**config.mk**
```make
export PLATFORM = sky130hd
export DESIGN_NAME = seg_scan_driver
export DESIGN_NICKNAME = d
export VERILOG_FILES = /design/src/rtl/seg_pkg.sv /design/src/rtl/bcd_to_seg.sv /design/src/rtl/seg_scan_driver.sv
export SDC_FILE = /design/constraint.sdc
export NUM_CORES = 1
export LEC_CHECK = 0
export ABC_AREA = 1
export CORE_MARGIN = 3
export CORE_UTILIZATION = 48
export DETAILED_ROUTE_END_ITERATION = 7
export PLACE_DENSITY_LB_ADDON = 0.1
export SETUP_SLACK_MARGIN = 0.3
export SKIP_LAST_GASP = 1
export SLEW_MARGIN = 40
export SYNTH_ARGS = -nofsm -noshare
export SYNTH_HDL_FRONTEND = slang
export SYNTH_SLANG_ARGS = --single-unit
```
**constraint.sdc**
```tcl
create_clock -name clk -period 1.8 [get_ports clk]
set_input_delay 0.36 -clock clk [delete_from_list [all_inputs] [get_ports clk]]
set_output_delay 0.36 -clock clk [all_outputs]
set_load 0.05 [all_outputs]
```
**src/rtl/seg_pkg.sv**
```systemverilog
// Shared types and constants for the multiplexed seven-segment scan driver.
// Segment codes are gfedcba, active-high.
package seg_pkg;

    typedef enum logic [1:0] {
        BLANK = 2'd0,
        DRIVE = 2'd1,
        FAULT = 2'd2
    } state_t;

    localparam logic [3:0] PHASE_FIRST = 4'b1000;

    localparam logic [6:0] SEG_0    = 7'h3F;
    localparam logic [6:0] SEG_1    = 7'h06;
    localparam logic [6:0] SEG_2    = 7'h5B;
    localparam logic [6:0] SEG_3    = 7'h4F;
    localparam logic [6:0] SEG_4    = 7'h66;
    localparam logic [6:0] SEG_5    = 7'h6D;
    localparam logic [6:0] SEG_6    = 7'h7D;
    localparam logic [6:0] SEG_7    = 7'h07;
    localparam logic [6:0] SEG_8    = 7'h7F;
    localparam logic [6:0] SEG_9    = 7'h6F;
    localparam logic [6:0] SEG_DASH = 7'h40;

    // True when exactly one bit is set; clearing the lowest set bit must leave zero.
    function automatic logic is_onehot(input logic [3:0] p);
        return (p != 4'b0000) && ((p & (p - 4'd1)) == 4'b0000);
    endfunction

endpackage

```
**src/rtl/bcd_to_seg.sv**
```systemverilog
// Combinational BCD digit to seven-segment decoder; non-decimal codes show a dash.
module bcd_to_seg
    import seg_pkg::*;
(
    input  logic [3:0] bcd,
    output logic [6:0] seg
);

    always_comb begin
        case (bcd)
            4'd0:    seg = SEG_0;
            4'd1:    seg = SEG_1;
            4'd2:    seg = SEG_2;
            4'd3:    seg = SEG_3;
            4'd4:    seg = SEG_4;
            4'd5:    seg = SEG_5;
            4'd6:    seg = SEG_6;
            4'd7:    seg = SEG_7;
            4'd8:    seg = SEG_8;
            4'd9:    seg = SEG_9;
            default: seg = SEG_DASH;
        endcase
    end

endmodule

```
**src/rtl/seg_scan_driver.sv**
```systemverilog
// Four-digit multiplexed display driver following an external one-hot ring phase,
// with anti-ghosting blanking, frame-aligned value commit and a sticky phase fault.
module seg_scan_driver
    import seg_pkg::*;
#(
    parameter int unsigned BLANK_CYCLES = 2
) (
    input  logic        clk,
    input  logic        reset,
    input  logic [3:0]  phase,
    input  logic        load_valid,
    input  logic [15:0] load_data,
    input  logic [3:0]  load_dp,
    output logic        load_ready,
    output logic [3:0]  an,
    output logic [6:0]  seg,
    output logic        dp,
    output logic        err
);

    localparam logic [3:0] BLANK_LAST = 4'(BLANK_CYCLES - 1);

    state_t      state;
    logic [3:0]  blank_cnt;
    logic [3:0]  phase_q;
    logic [15:0] disp_data;
    logic [3:0]  disp_dp;
    logic [15:0] pend_data;
    logic [3:0]  pend_dp;
    logic        pend_full;

    logic        phase_changed;
    logic        commit;
    logic [1:0]  digit_idx;
    logic [3:0]  digit_bcd;
    logic [6:0]  digit_seg;
    logic        drive;

    assign phase_changed = (phase != phase_q);
    assign commit        = phase_changed && (phase == PHASE_FIRST) && pend_full;

    always_ff @(posedge clk) begin
        if (reset) begin
            state     <= BLANK;
            blank_cnt <= 4'd0;
            phase_q   <= 4'b0000;
            disp_data <= 16'h0000;
            disp_dp   <= 4'b0000;
            pend_data <= 16'h0000;
            pend_dp   <= 4'b0000;
            pend_full <= 1'b0;
        end else begin
            phase_q <= phase;

            // FAULT is absorbing; an illegal phase outranks an ordinary change.
            if (state != FAULT) begin
                if (!is_onehot(phase)) begin
                    state <= FAULT;
                end else if (phase_changed) begin
                    state     <= BLANK;
                    blank_cnt <= 4'd0;
                end else if (state == BLANK) begin
                    if (blank_cnt == BLANK_LAST) state <= DRIVE;
                    else                         blank_cnt <= blank_cnt + 4'd1;
                end
            end

            // Commit needs a full slot and a transfer needs an empty one, so they never coincide.
            if (commit) begin
                disp_data <= pend_data;
                disp_dp   <= pend_dp;
                pend_full <= 1'b0;
            end else if (load_valid && !pend_full) begin
                pend_data <= load_data;
                pend_dp   <= load_dp;
                pend_full <= 1'b1;
            end
        end
    end

    // Phase bit 3 is the leftmost digit, which holds load_data[3:0].
    always_comb begin
        case (phase_q)
            4'b1000: digit_idx = 2'd0;
            4'b0100: digit_idx = 2'd1;
            4'b0010: digit_idx = 2'd2;
            4'b0001: digit_idx = 2'd3;
            default: digit_idx = 2'd0;
        endcase
    end

    assign digit_bcd = disp_data[{digit_idx, 2'b00} +: 4];

    bcd_to_seg u_dec (
        .bcd (digit_bcd),
        .seg (digit_seg)
    );

    assign drive      = (state == DRIVE);
    assign an         = drive ? phase_q : 4'b0000;
    assign seg        = drive ? digit_seg : 7'h00;
    assign dp         = drive ? disp_dp[digit_idx] : 1'b0;
    assign err        = (state == FAULT);
    assign load_ready = !pend_full;

endmodule

```
==> run_results.csv, run 1 <==
group,metric,value,unit
floorplanning,row_count,25,
floorplanning,die_h,77.8,microns
yosys,yosysUniqueCellTypes,28,
cts,hold_buffers,0,
pwr,p_per_area,626,mW/mm^2
timing,finalCriticalPeriod,2.42,ns
cts,clockBufferDepth,2,
cts,clk_latency,0.31,ns
outcome,status,"finished, violations left",
min_path,hold_path_class,"input pin to flip-flop",
layout,fill_cells,316,
floorplanning,io_pins,41,
placed_design,placed_cells,475,
layout,synthToLayoutAreaGrowth,59.5,%
timing,finalSetupViolCount,8,
layout,final_util,81.4,%
drt,drt_iter0_markers,123,
floorplanning,initial_core_util,51.0,%
worst_setup_path,critPathLaunch,"phase_q[2]$_SDFF_PP0_",
cts,root_buffer,"clkbuf_8",
grt,antenna_found_initial,0,
layout,ff_latch_area,0.00104,sq mm
placed_design,post-place-ws,-0.236,ns
grt,grt_pass1_wl,10.1,mm
layout,antennaDiodeCount,0,
min_path,hold_depth,3,
pwr,vdd.ir_drop.worst,0.000614,V
grt,grt_max_degree,43,
cts,htreeDepth,2,
drt,route.detailed.drc,0,
cts,clk_pin_slew,0.09,ns
drt,drt-pass1-iter-count,5,
worst_setup_path,reg2regPathDepth,8,
layout,multi_input_area,0.00161,sq mm
layout,drive_gt1_share,39.0,%
layout,fin_area,0.00395,sq mm
drt,wl_per_cell,13.5,microns
worst_setup_path,cp.arrival,2.06,ns
yosys,ys_warn_count,0,
outcome,violations,"setup timing",
yosys,syn_inst,350,
grt,track_usage,20.4,%
pwr,leakagePower,1.62,nW
timing,max_freq,413,MHz
worst_setup_path,rr_startpoint,"phase_q[2]$_SDFF_PP0_",
yosys,synth_nets,381,
cts,cts_buffers,5,
floorplanning,core_region_area,0.00485,sq mm
timing,slew_headroom,80.3,%
cts,tritoncts,"built",
worst_setup_path,cp_max_fo,6,
drt,routed_via_density,5.08,
timing,final-hold-violation-count,0,
placed_design,portBuffers,40,
floorplanning,dieArea,0.00605,sq mm
cts,clkSinkCount,51,
run,cap_violations,0,
yosys,synth-seq-area-share,41.3,%
min_path,hp-start,"phase[1]",
worst_setup_path,crit_path_start_kind,"flip-flop",
drt,vias,2529,
grt,first_global_vias,2293,
placed_design,place_area,0.00340,sq mm
placed_design,dp_hpwl,4.00,mm
timing,timing_max_transition_violations_final,0,
timing,worstMarginPinSlew,0.295,ns
timing,worst_slack,-0.622,ns
floorplanning,die_x,77.8,microns
yosys,syn_area,0.00247,sq mm
timing,rsz0062_at_grt,"true",
worst_setup_path,r2r_slack,0.18,ns
layout,final_nets,461,
worst_setup_path,cp.required,1.44,ns
timing,skew,0.00517,ns
drt,ant_nets,0,
yosys,syn_area_per_cell,7.07,sq um
layout,fin_cells,498,
grt,grt_overflow,0,
timing,setup_tns,-4.52,ns
timing,fin_crit_sh,135,%
worst_setup_path,critPathKind,"flip-flop to output pin",
worst_setup_path,crit_path_end_kind,"output pin",
yosys,synth-seq-cells,51,
placed_design,place.gp.congestion,0.878,
drt,routed_wirelength,6.71,mm
==> worst paths after layout <==
| check | to |
|---|---|
| hold reg to reg | disp_data[7]$_SDFFE_PP0P_ |
| setup / recovery | seg[6] |
| hold / removal | phase_q[1]$_SDFF_PP0_ |
| setup reg to reg | disp_dp[1]$_SDFFE_PP0P_ |
==> sequential cells by signal, summed over array words and instances, names as in the netlist <==
register   cells
pend_data     16
pend_full      1
disp_data     16
pend_dp        4
state          2
blank_cnt      4
disp_dp        4
phase_q        4
==> cells in the final DEF, fill, tap and decap left out, drive strengths merged <==
cell type / Yosys / layout
nor2: 93 / 93
buf: 5 / 57
nand2: 52 / 52
dfxtp: 51 / 51
o21ai: 47 / 47
inv: 36 / 34
clkdlybuf4s50: 0 / 22
a21oi: 19 / 19
nand3: 15 / 16
nand4: 8 / 8
clkbuf: 9 / 8
xor2: 6 / 6
clkinvlp: 0 / 4
ha: 4 / 4
dlygate4sd2: 0 / 3
nor4: 2 / 2
nor3: 1 / 1
a211oi: 1 / 1
nand3b: 1 / 1
clkinv: 0 / 1
clkdlybuf4s15: 0 / 1
==> layer usage <==
metal / GRT usage (%) / vias up / wire length [microns]
li1: - / 1284 / -
met3: 4.76 / 18 / 362
met4: 11.7 / 0 / 208
met1: 24.5 / 1141 / 2840
met5: 0 / - / 0
met2: 33.1 / 86 / 3290
==> synth_stat cells, drive strengths merged <==
cell,count,area [sq um]
nor2,93,357
nand2,52,248
dfxtp,51,1020
o21ai,47,243
inv,36,138
a21oi,19,98.9
nand3,15,97.6
clkbuf,9,33.8
nand4,8,50.1
xor2,6,52.6
buf,5,52.5
ha,4,50.1
nor4,2,12.5
a211oi,1,7.51
nand3b,1,7.51
nor3,1,5.00
==> through the flow <==
stage / hold WS [ns] / power, mW
6_report: 0.463 / 2.47
3_3_place_gp: 0.449 / 1.72
4_1_cts: 0.445 / 2.40
3_5_place_dp: 0.452 / 1.74
2_1_floorplan: 0.430 / 1.54
5_1_grt: 0.502 / 2.60
==> power by group <==
group          switching (mW)  leakage, nW  internal (mW)
sequential             0.0374        0.421           1.18
clock                   0.379       0.0412          0.272
combinational           0.329         1.16          0.271
total                   0.745         1.62           1.73
==> cell type report <==
| type | instances | share of cell area (%) |
|---|---|---|
| Multi-Input combinational cell | 250 | 40.8 |
| Sequential cell | 51 | 26.3 |
| Timing Repair Buffer | 85 | 24.3 |
| Inverter | 36 | 4.12 |
| Tap cell | 67 | 2.12 |
| Clock buffer | 6 | 1.84 |
| Clock inverter | 2 | 0.317 |
| Timing Repair inverter | 1 | 0.190 |
==> critical path, cell delays in order, from the launching register on <==
cell        delay, ns
dfxtp_4          0.38
inv_2            0.09
nand2_4          0.08
buf_4            0.17
nand4_1          0.13
nand3_2          0.12
nand2_4          0.12
inv_1            0.10
nand2_2          0.13
nand3_2          0.10
nand2_2          0.09
clkinvlp_4       0.09
buf_12           0.15
==> what timing repair did <==
item | in CTS | in global routing
pin swaps | 6 | 31
gates cloned | 3 | 2
endpoints found under the setup margin | 39 | 37
gates resized for setup | 21 | 66
buffers inserted | 5 | 5
==> logic make-up after synthesis <==
kind of cell | count (synthesis) | share of synthesized area, %
AOI/OAI and AO/OA | 67 | 14.1
xor gates and xnor gates | 6 | 2.12
adders and majority gates | 4 | 2.02
DFF | 51 | 41.3
and+or+nand+nor | 172 | 31.4
buffers and inverters | 50 | 9.05
No activity file was read; power rests on OpenSTA's default activity.
==> run 2: changes to the inputs <==
Settings changed: CORE_UTILIZATION 48 to 57.
Clock period 1.8 ns to 2.95 ns, I/O delays scaled along.
==> run_results.csv, run 2 (synthesized netlist as in run 1, its figures left out) <==
group,metric,value,unit
worst_setup_path,cp.arrival,2.23,ns
timing,setup_tns,0,ns
floorplanning,dieArea,0.00517,sq mm
worst_setup_path,crit_path_end_kind,"output pin",
cts,htreeDepth,2,
drt,drt-pass1-iter-count,4,
worst_setup_path,crit_path_start_kind,"flip-flop",
timing,skew,0.0172,ns
cts,hold_buffers,0,
floorplanning,core_region_area,0.00409,sq mm
floorplanning,initial_core_util,60.5,%
worst_setup_path,cpPeakStageDelay,0.41,ns
worst_setup_path,cp_max_fo,7,
layout,largestRegisters,"disp_data (16), pend_data (16)",
placed_design,place.gp.congestion,0.910,
layout,multi_input_area,0.00143,sq mm
timing,slew_headroom,63.4,%
drt,highest_layer,"met4",
layout,most-common-layout-cells,"nor2_1, dfxtp_1, o21ai_0",
placed_design,placed_cells,429,
worst_setup_path,path_cells,"inv_2 > nand2_4 > nand3_4 > buf_6 > buf_6 > nand2_1 > o21ai_2 > nand2_1 > nand2_4 > nand2_2 > nand2_4 > a21oi_4 > buf_12",
layout,ff_latch_area,0.00103,sq mm
grt,antenna_found_initial,0,
drt,vias,2525,
timing,worst_slack,0.126,ns
worst_setup_path,crit_family,"simple AND/OR/NAND/NOR gates",
placed_design,portBuffers,40,
layout,fin_area,0.00347,sq mm
grt,grt_max_degree,41,
layout,fill_cells,226,
pwr,p_per_area,441,mW/mm^2
cts,root_buffer,"clkbuf_8",
timing,max_freq,354,MHz
cts,clockBufferDepth,2,
floorplanning,die_h,71.9,microns
cts,clk_latency,0.30,ns
drt,routed_via_density,5.50,
grt,first_global_vias,2068,
drt,wl_met2,3.34,mm
layout,fin_cells,459,
layout,mostFrequentLayoutCell,"nor2_1",
drt,route.met3.wl,471,microns
timing,worstMarginPinSlew,0.548,ns
timing,finalSetupViolCount,0,
outcome,status,"finished, final reports clean",
drt,ant_nets,0,
timing,finalCriticalPeriod,2.82,ns
placed_design,place_area,0.00295,sq mm
timing,final-hold-violation-count,0,
run,cap_violations,0,
layout,synthToLayoutAreaGrowth,40.3,%
cts,clk_pin_slew,0.10,ns
floorplanning,io_pins,41,
layout,drive_gt1_share,25.7,%
timing,rsz0062_at_grt,"true",
grt,grt_overflow,0,
placed_design,post-place-ws,0.443,ns
worst_setup_path,cp_common_cell,"nand2_4",
worst_setup_path,critPathKind,"flip-flop to output pin",
floorplanning,row_count,23,
pwr,vdd.ir_drop.worst,0.000396,V
drt,wl_per_cell,14.5,microns
timing,timing_max_transition_violations_final,0,
layout,final_nets,440,
layout,antennaDiodeCount,0,
timing,fin_crit_sh,95.7,%
drt,wl_met1,2.71,mm
pwr,leakagePower,1.52,nW
cts,clkSinkCount,51,
placed_design,dp_hpwl,3.56,mm
worst_setup_path,slowest_stage,"dfxtp_4",
drt,route.detailed.drc,0,
floorplanning,die_x,71.9,microns
drt,routed_wirelength,6.66,mm
worst_setup_path,cp.required,2.36,ns
min_path,hold_path_class,"flip-flop to flip-flop",
drt,drt_iter0_markers,150,
worst_setup_path,critPathBufInv,4,
cts,tritoncts,"built",
grt,track_usage,21.0,%
grt,grt_pass1_wl,8.70,mm
cts,cts_buffers,5,
-- run 2: per-layer routing --
layer	global-route usage, %	up-vias
li1	-	1237
met3	5.75	16
met2	35.4	138
met1	25.6	1134
met4	7.52	0
met5	0	-
-- run 2: power by group --
group	leakage [nW]	internal, mW	switching, mW
Sequential	0.420	0.722	0.0242
Combinational	1.05	0.140	0.185
Clock	0.0513	0.249	0.210
-- run 2: worst paths after layout --
path,depth (start not counted),end,from,slack (ns)
worst max-delay path,13,seg[0],phase_q[2]$_SDFF_PP0_,0.13
worst min-delay path,2,disp_data[15]$_SDFFE_PP0P_,disp_data[15]$_SDFFE_PP0P_,0.48
worst max register to register,8,disp_data[1]$_SDFFE_PP0P_,phase_q[2]$_SDFF_PP0_,1.14
worst min register to register,2,disp_data[15]$_SDFFE_PP0P_,disp_data[15]$_SDFFE_PP0P_,0.48
-- run 2: per-stage QoR --
step | total power, mW | util [%] | hold WS [ns]
5_1_grt | 1.60 | 84.9 | 0.506
6_report | 1.53 | 84.9 | 0.479
3_5_place_dp | 0.993 | 72.2 | 0.457
4_1_cts | 1.45 | 76.5 | 0.468
3_3_place_gp | 0.986 | 72.2 | 0.456
2_1_floorplan | 0.921 | - | 0.430
-- run 2: area by class of cell --
cell class / instances / share of cell area, %
Sequential cell: 51 / 29.8
Clock inverter: 1 / 0.865
Clock buffer: 6 / 2.09
Multi-Input combinational cell: 249 / 41.3
Tap cell: 50 / 1.80
Inverter: 36 / 4.18
Timing Repair Buffer: 66 / 19.9
-- run 2: repair_timing --
action	CTS	global route
setup endpoints to repair	8	9
setup buffers	8	15
resized for setup	12	61
pin swaps	5	25
-- run 2: tightest hold or removal path, stage by stage (launching register included) --
cell     delay [ns]
dfxtp_1        0.30
inv_1          0.08
a21oi_1        0.06
==> RTL edit 1, RTL diff (config.mk and constraints of run 2) <==
The 3 states of `state_t` get a one-hot encoding in 3 bits.
--- a/src/rtl/seg_pkg.sv
+++ b/src/rtl/seg_pkg.sv
@@ -4,6 +4,6 @@
 
-    typedef enum logic [1:0] {
-        BLANK = 2'd0,
-        DRIVE = 2'd1,
-        FAULT = 2'd2
+    typedef enum logic [2:0] {
+        BLANK = 3'b001,
+        DRIVE = 3'b010,
+        FAULT = 3'b100
     } state_t;
Function: no difference found for any inputs over 10 cycles, from zero or initial values and one cycle with reset high; not proved beyond that.
==> RTL edit 1 against run 2 <==
Sequential cell count up 1. Design area decreased by 5.2%. Worst setup slack better by 0.14 ns. Core utilization down 5.5 points. Area after synthesis is 3.2% higher. Via count is 3.3% lower. Sequential share of layout area is 2.2 points higher. Worst hold slack lost 0.0046 ns. Wire length fell by 13%. Non-clock buffer count down 9. Power is 5.4% lower. Cell count increased by 2.2%. Critical path type unchanged. Largest cell class unchanged. Highest routed layer unchanged.
==> RTL edit 1: results (changes against run 2) <==
In the synthesized netlist, the cells that appear most often are 92 x sky130_fd_sc_hd__nor2_1, 52 x sky130_fd_sc_hd__dfxtp_1, 50 x sky130_fd_sc_hd__nand2_1. The run finished with clean final reports. In this design, the largest share of critical-path delay is due to simple AND/OR/NAND/NOR gates.

The register-to-register path setup slack is 1.36 ns (+0.22 ns), and the detailed placement HPWL is 3740 um (+5.0%). The highest cell delay on the worst timing path came out at 0.36 ns (-0.05 ns). The CTS root buffer was sky130_fd_sc_hd__clkbuf_8. The tools report the global router's overall resource usage as 22.4% (+1.4 points).

The path type of the worst min-delay path was flop to flop. The run gives 1.47 nW (-3.3%) as the leakage power figure. The via count of the first global-routing pass came out at 2,193 (+6.0%).

The fraction of registers with async set or reset after synthesis was 0% (unchanged). The pin count of the biggest net entering global routing came out at 42 (+2.4%). For the global-route wire length before repair, the log shows 9430 um (+8.3%). For the H-tree depth, the log shows 2 (unchanged). The area of placed instances is 0.00303 mm2 (+2.5%).

Number of vias in the routed layout: 2,442 (-3.3%). The wire length per cell after detailed routing is 12.3 um (-15%). For the number of nets in the final layout, the log shows 449 (+2.0%).

The run gives 62.4% (-1.1 points) as the headroom to the max-slew limit. First element of the critical path: phase_q[1]. The path with the worst hold slack has its endpoint at disp_data[4]. Pre-CTS worst setup slack: 0.387 ns (-0.0564 ns). The tools report the final worst hold slack as 0.475 ns (-0.00465 ns). Insertion delay of the later-clocked pin in the worst-skew pair: 0.30 ns (about the same). Clock-pin slew was measured on the worst setup and hold paths at 0.09 ns. The startpoint of the lowest-slack hold path was disp_data[4]. Number of synthesis warnings: 0 (unchanged).

The worst path arrival time came out at 2.10 ns (-0.13 ns). The total inserted antenna cells came out at 0 (unchanged). The worst supply voltage drop on vdd was 0.299 mV (-25%).

The net count of the mapped netlist was 397 (+4.2%); the post-detailed-route DRC marker count was 0 (unchanged). Fraction of the yosys area taken by sequential cells: 40.8% (-0.49 points). The largest registers in the layout are disp_data: 16 flops, pend_data: 16 flops.

The hold path depth works out to 2 (unchanged). The depth of the worst register-to-register path was 7 (-1); the global placement routability congestion was 0.875 (-3.8%). Most frequently used flop master after synthesis: sky130_fd_sc_hd__dfxtp_1. Critical path's slowest cell: sky130_fd_sc_hd__dfxtp_2.

The total iterations of the first detailed-routing run was 5 (+1); the initial antenna violation count was 0 (unchanged). The fraction of layout cells with a size suffix above 1 was 20.0% (-5.6 points). The run gives 135 (-10%) as the initial detailed-routing violation count. The tools report the clock skew after layout as 0.00750 ns (-0.00968 ns). In this run the critical register-to-register path is launched from phase_q[2]. The count of unique library cells instantiated by Yosys was 29 (+3.6%).

The endpoint identified for the worst register-to-register timing path is disp_dp[3]. Sorting the synthesized cells by area gives the leading types as sky130_fd_sc_hd__dfxtp_1 41%, sky130_fd_sc_hd__nor2_1 14%, sky130_fd_sc_hd__o21ai_0 9.0%. The worst-path maximum fanout is 5 (-2).

For the maximum number of buffers from clock root to sink, the log shows 2 (unchanged).
RTL edit 1: cell types whose count changed after synthesis, moves of 3 or more:
cell | run 2 | this run
sky130_fd_sc_hd__inv_2 | 1 | 6
sky130_fd_sc_hd__nand2_2 | 12 | 9
sky130_fd_sc_hd__o21ai_0 | 33 | 46
sky130_fd_sc_hd__o21ai_1 | 12 | 3
sky130_fd_sc_hd__nand2_1 | 37 | 50
sky130_fd_sc_hd__nand2_4 | 3 | 6
RTL edit 1: final cells by class:
type	instances	area [um2]
inverter	38	150
clock buffer	7	76.3
sequential	52	1050
clock inverter	1	8.76
fill	311	853
multi-input combinational	264	1370
tap	50	62.6
timing repair buffer	57	571
RTL edit 1: per-stage QoR:
stage / total power [mW] / util (%) / cells
6_report: 1.45 / 79.4 / 469
5_1_grt: 1.52 / 79.4 / 469
4_1_cts: 1.43 / 78.1 / 466
3_5_place_dp: 1.02 / 73.0 / 445
3_3_place_gp: 1.02 / 73.0 / 445
2_1_floorplan: 0.949 / - / 366
RTL edit 1: worst max path at each step:
stage               endpoint  slack [ns]  cells past startpoint
detailed placement     an[2]        0.39                      5
floorplan             seg[1]        0.31                     10
global placement       an[1]        0.51                      5
CTS                   seg[1]        0.29                     12
finish                seg[3]        0.26                     10
global route          seg[5]        0.13                     12
RTL edit 1: repair_timing:
action / CTS / global route
setup buffers: 12 / 3
resized for setup: 18 / 20
setup endpoints to repair: 11 / 11
cloned: 1 / 0
pin swaps: 7 / 10
hold buffers: 0 / 0
endpoints found under the hold margin: 0 / 0
RTL edit 1: cell families after synthesis:
group | after synthesis | synth area share (%)
AOI/OAI and AO/OA | 70 | 14.2
adders and majority gates | 4 | 1.96
DFF | 52 | 40.8
xor gates and xnor gates | 6 | 2.06
buffers and inverters | 51 | 8.38
and+or+nand+nor | 183 | 32.6
RTL edit 1: worst reg2reg max path, delay by kind of cell, from the launching register on:
| family | cells | cell delay, ns |
|---|---|---|
| buf+inv | 1 | 0.18 |
| simple gates | 5 | 0.75 |
| flops | 1 | 0.38 |
| xor+xnor | 1 | 0.16 |
RTL edit 1: metal layers:
layer	part of all wire (%)	track usage [%]	routed length [um]
met5	0	0	0
met4	2.1	10.7	121
met3	5.1	4.96	295
met2	47	37.4	2720
met1	46	27.4	2640
RTL edit 1: power by group:
part           total (mW)  switching, mW  internal [mW]
Clock               0.397          0.227          0.170
Sequential          0.760         0.0226          0.737
Combinational       0.290          0.166          0.124
Total                1.45          0.415           1.03
==> RTL edit 2, RTL diff (settings of run 2) <==
Made on the original files. Make the reset (`reset`) asynchronous in one clocked block.
--- a/src/rtl/seg_scan_driver.sv
+++ b/src/rtl/seg_scan_driver.sv
@@ -41,3 +41,3 @@
 
-    always_ff @(posedge clk) begin
+    always_ff @(posedge clk or posedge reset) begin
         if (reset) begin
Formal check against the unedited RTL: differs if reset is asserted again (counterexample within 4 cycles, from zero or initial values and one cycle with reset high); with reset held inactive, the same outputs for 10 cycles.
==> RTL edit 2 against run 2 <==
Sequential cell count did not move. Non-clock buffer count rose by 4. Synthesized cell count is 13% lower. Area after synthesis is 3.8% higher. Worst setup slack improved by 0.085 ns. Wire length down 3.4%. Design area is 3.2% higher. Critical path type unchanged. Critical endpoint unchanged. Highest routed layer unchanged.
Power is not compared: it rests on default switching activity, and its combinational part moved more than twofold at a synthesized area within 25%.
==> RTL edit 2: results (changes against run 2) <==
For the pre-CTS worst setup slack, the log shows 0.412 ns (-0.0308 ns). The worst setup path is launched from a flop. In this run the critical register-to-register path is captured at blank_cnt[1].

The average cell area after synthesis was 8.39 um2 (+19%); the post-synthesis instance area was 0.00257 mm2 (+3.8%). In the synthesized netlist, the cells that appear most often are 72 x sky130_fd_sc_hd__nand2_1, 51 x sky130_fd_sc_hd__dfrtp_1, 36 x sky130_fd_sc_hd__inv_1. The clock skew after layout was 0.00688 ns (-0.0103 ns); the number of nets in the final layout was 407 (-7.5%).

Fraction of registers with async set or reset after synthesis: 100% (+100 points). The flow ran to the end, and the final reports show no timing, DRC or antenna violations. The transition time at the pin with the least slew margin came out at 0.635 ns (+0.0869 ns). For the number of vias in the routed layout, the log shows 2,313 (-8.4%). The via count of the first global-routing pass was 2,032 (-1.7%); the wire length per cell after detailed routing was 15.1 um (+3.8%). The fraction of the yosys area taken by sequential cells was 49.7% (+8.4 points); the number of fill cells in the layout was 224 (-0.88%). The logs give 52 (+27%) for the pin count of the biggest net entering global routing and 2 (unchanged) for the H-tree depth. For the net count of the mapped netlist, the log shows 337 (-12%). The end of the critical path was seg[0].

The path type of the worst min-delay path is flop to flop. The synthesized-area fraction occupied by xor and xnor cells came out at 2.05% (-0.078 points). The tools report the initial detailed-routing violation count as 214 (+43%).

The critical path's slowest cell is sky130_fd_sc_hd__dfrtp_2. The global placement routability congestion was 0.856 (-5.9%); the post-route fraction of the period consumed by the critical path was 92.8% (-2.9 points). The fraction of layout cells with a size suffix above 1 is 29.7% (+4.0 points), and the number of synthesis warnings is 0 (unchanged). The detailed placement HPWL came out at 3690 um (+3.7%). The total iterations of the first detailed-routing run is 4 (unchanged).

The highest cell delay on the worst timing path was 0.47 ns (+0.06 ns); the adder-cell area share of the yosys netlist was 1.95% (-0.074 points). The tools report the count of non-filler cells in the finished layout as 427 (-7.0%). The share of the synthesized area in compound gates (AO/OA/AOI/OAI) is 9.31% (-4.8 points), and the global-route wire length before repair is 9120 um (+4.8%).

The tools report the worst path arrival time as 2.15 ns (-0.08 ns). For the register-to-register path setup slack, the log shows 1.22 ns (+0.08 ns). The global router's overall resource usage came out at 21.8% (+0.81 points).

Sorting the synthesized cells by area gives the leading types as sky130_fd_sc_hd__dfrtp_1 50%, sky130_fd_sc_hd__nand2_1 11%, sky130_fd_sc_hd__inv_1 5.3%. The run gives 0.490 ns (+0.0104 ns) as the final worst hold slack. The portion of netlist area occupied by mux cells works out to 4.39% (+4.4 points). First element of the critical path: phase_q[1]. The number of buffers added on ports is 40 (unchanged), and the placed cell count is 392 (-8.6%). The register clock-pin slew on the reported worst setup and hold paths was 0.09 ns.

The depth of the worst register-to-register path works out to 9 (+1). For the count of unique library cells instantiated by Yosys, the log shows 25 (-11%).
## RTL edit 2: cell families (layout without fill, tap and decap cells)
| family | after synthesis | after routing |
|---|---|---|
| flops | 51 | 51 |
| compound gates | 46 | 46 |
| xor+xnor | 6 | 6 |
| mux | 10 | 10 |
| buf+inv | 49 | 120 |
| fa+ha+maj | 4 | 4 |
| simple gates | 140 | 140 |
## RTL edit 2: final cells by class
class                   count  share of cell area [%]
multi-input cells         206                    36.2
flip-flops and latches     51                    35.8
repair buffers             70                    19.3
inverters                  42                    4.61
clock buffers               6                    2.03
well taps                  50                    1.75
clock inverters             2                   0.349
## RTL edit 2: power by group
group | switching (mW) | total (mW) | internal (mW)
combinational | 0.645 | 1.11 | 0.466
clock | 0.224 | 0.390 | 0.166
sequential | 0.143 | 1.12 | 0.978
## RTL edit 2: what timing repair did
action                                  CTS  global route
pin swaps                                10            23
setup buffers                            18             8
endpoints found under the setup margin   10             8
cloned                                    0             1
endpoints found under the hold margin     0             0
resized for setup                        18            44
## RTL edit 2: worst min path at each step
stage	startpoint	end	depth (start not counted)
finish	pend_data[4]	disp_data[4]	2
global route	pend_data[3]	disp_data[3]	2
CTS	pend_data[15]	disp_data[15]	2
detailed placement	pend_data[3]	disp_data[3]	2
global placement	pend_data[2]	disp_data[2]	2
floorplan	pend_data[2]	disp_data[2]	2
## RTL edit 2: critical path, delay by kind of cell, from the launching register on
family	cells	cell delay, ns
flip-flops	1	0.47
AND/OR/NAND/NOR	6	0.58
AO/OA/AOI/OAI	1	0.16
buffers and inverters	3	0.46
adder cells (fa/ha/maj)	1	0.17
## RTL edit 2: layer usage
layer / vias up / track usage (%) / part of all wire (%)
met5: - / 0 / 0
li1: 1120 / - / -
met2: 78 / 35.6 / 51
met1: 1104 / 29.9 / 42
met3: 11 / 3.72 / 5.1
met4: 0 / 6.56 / 1.5
## RTL edit 2: stage by stage
step	power, mW	util, %	instance area [um2]
5_1_grt	2.80	85.8	3580
4_1_cts	2.36	79.9	3340
2_1_floorplan	1.68	-	2580
6_report	2.62	85.8	3580
3_5_place_dp	1.90	73.6	3070
3_3_place_gp	1.86	73.6	3070
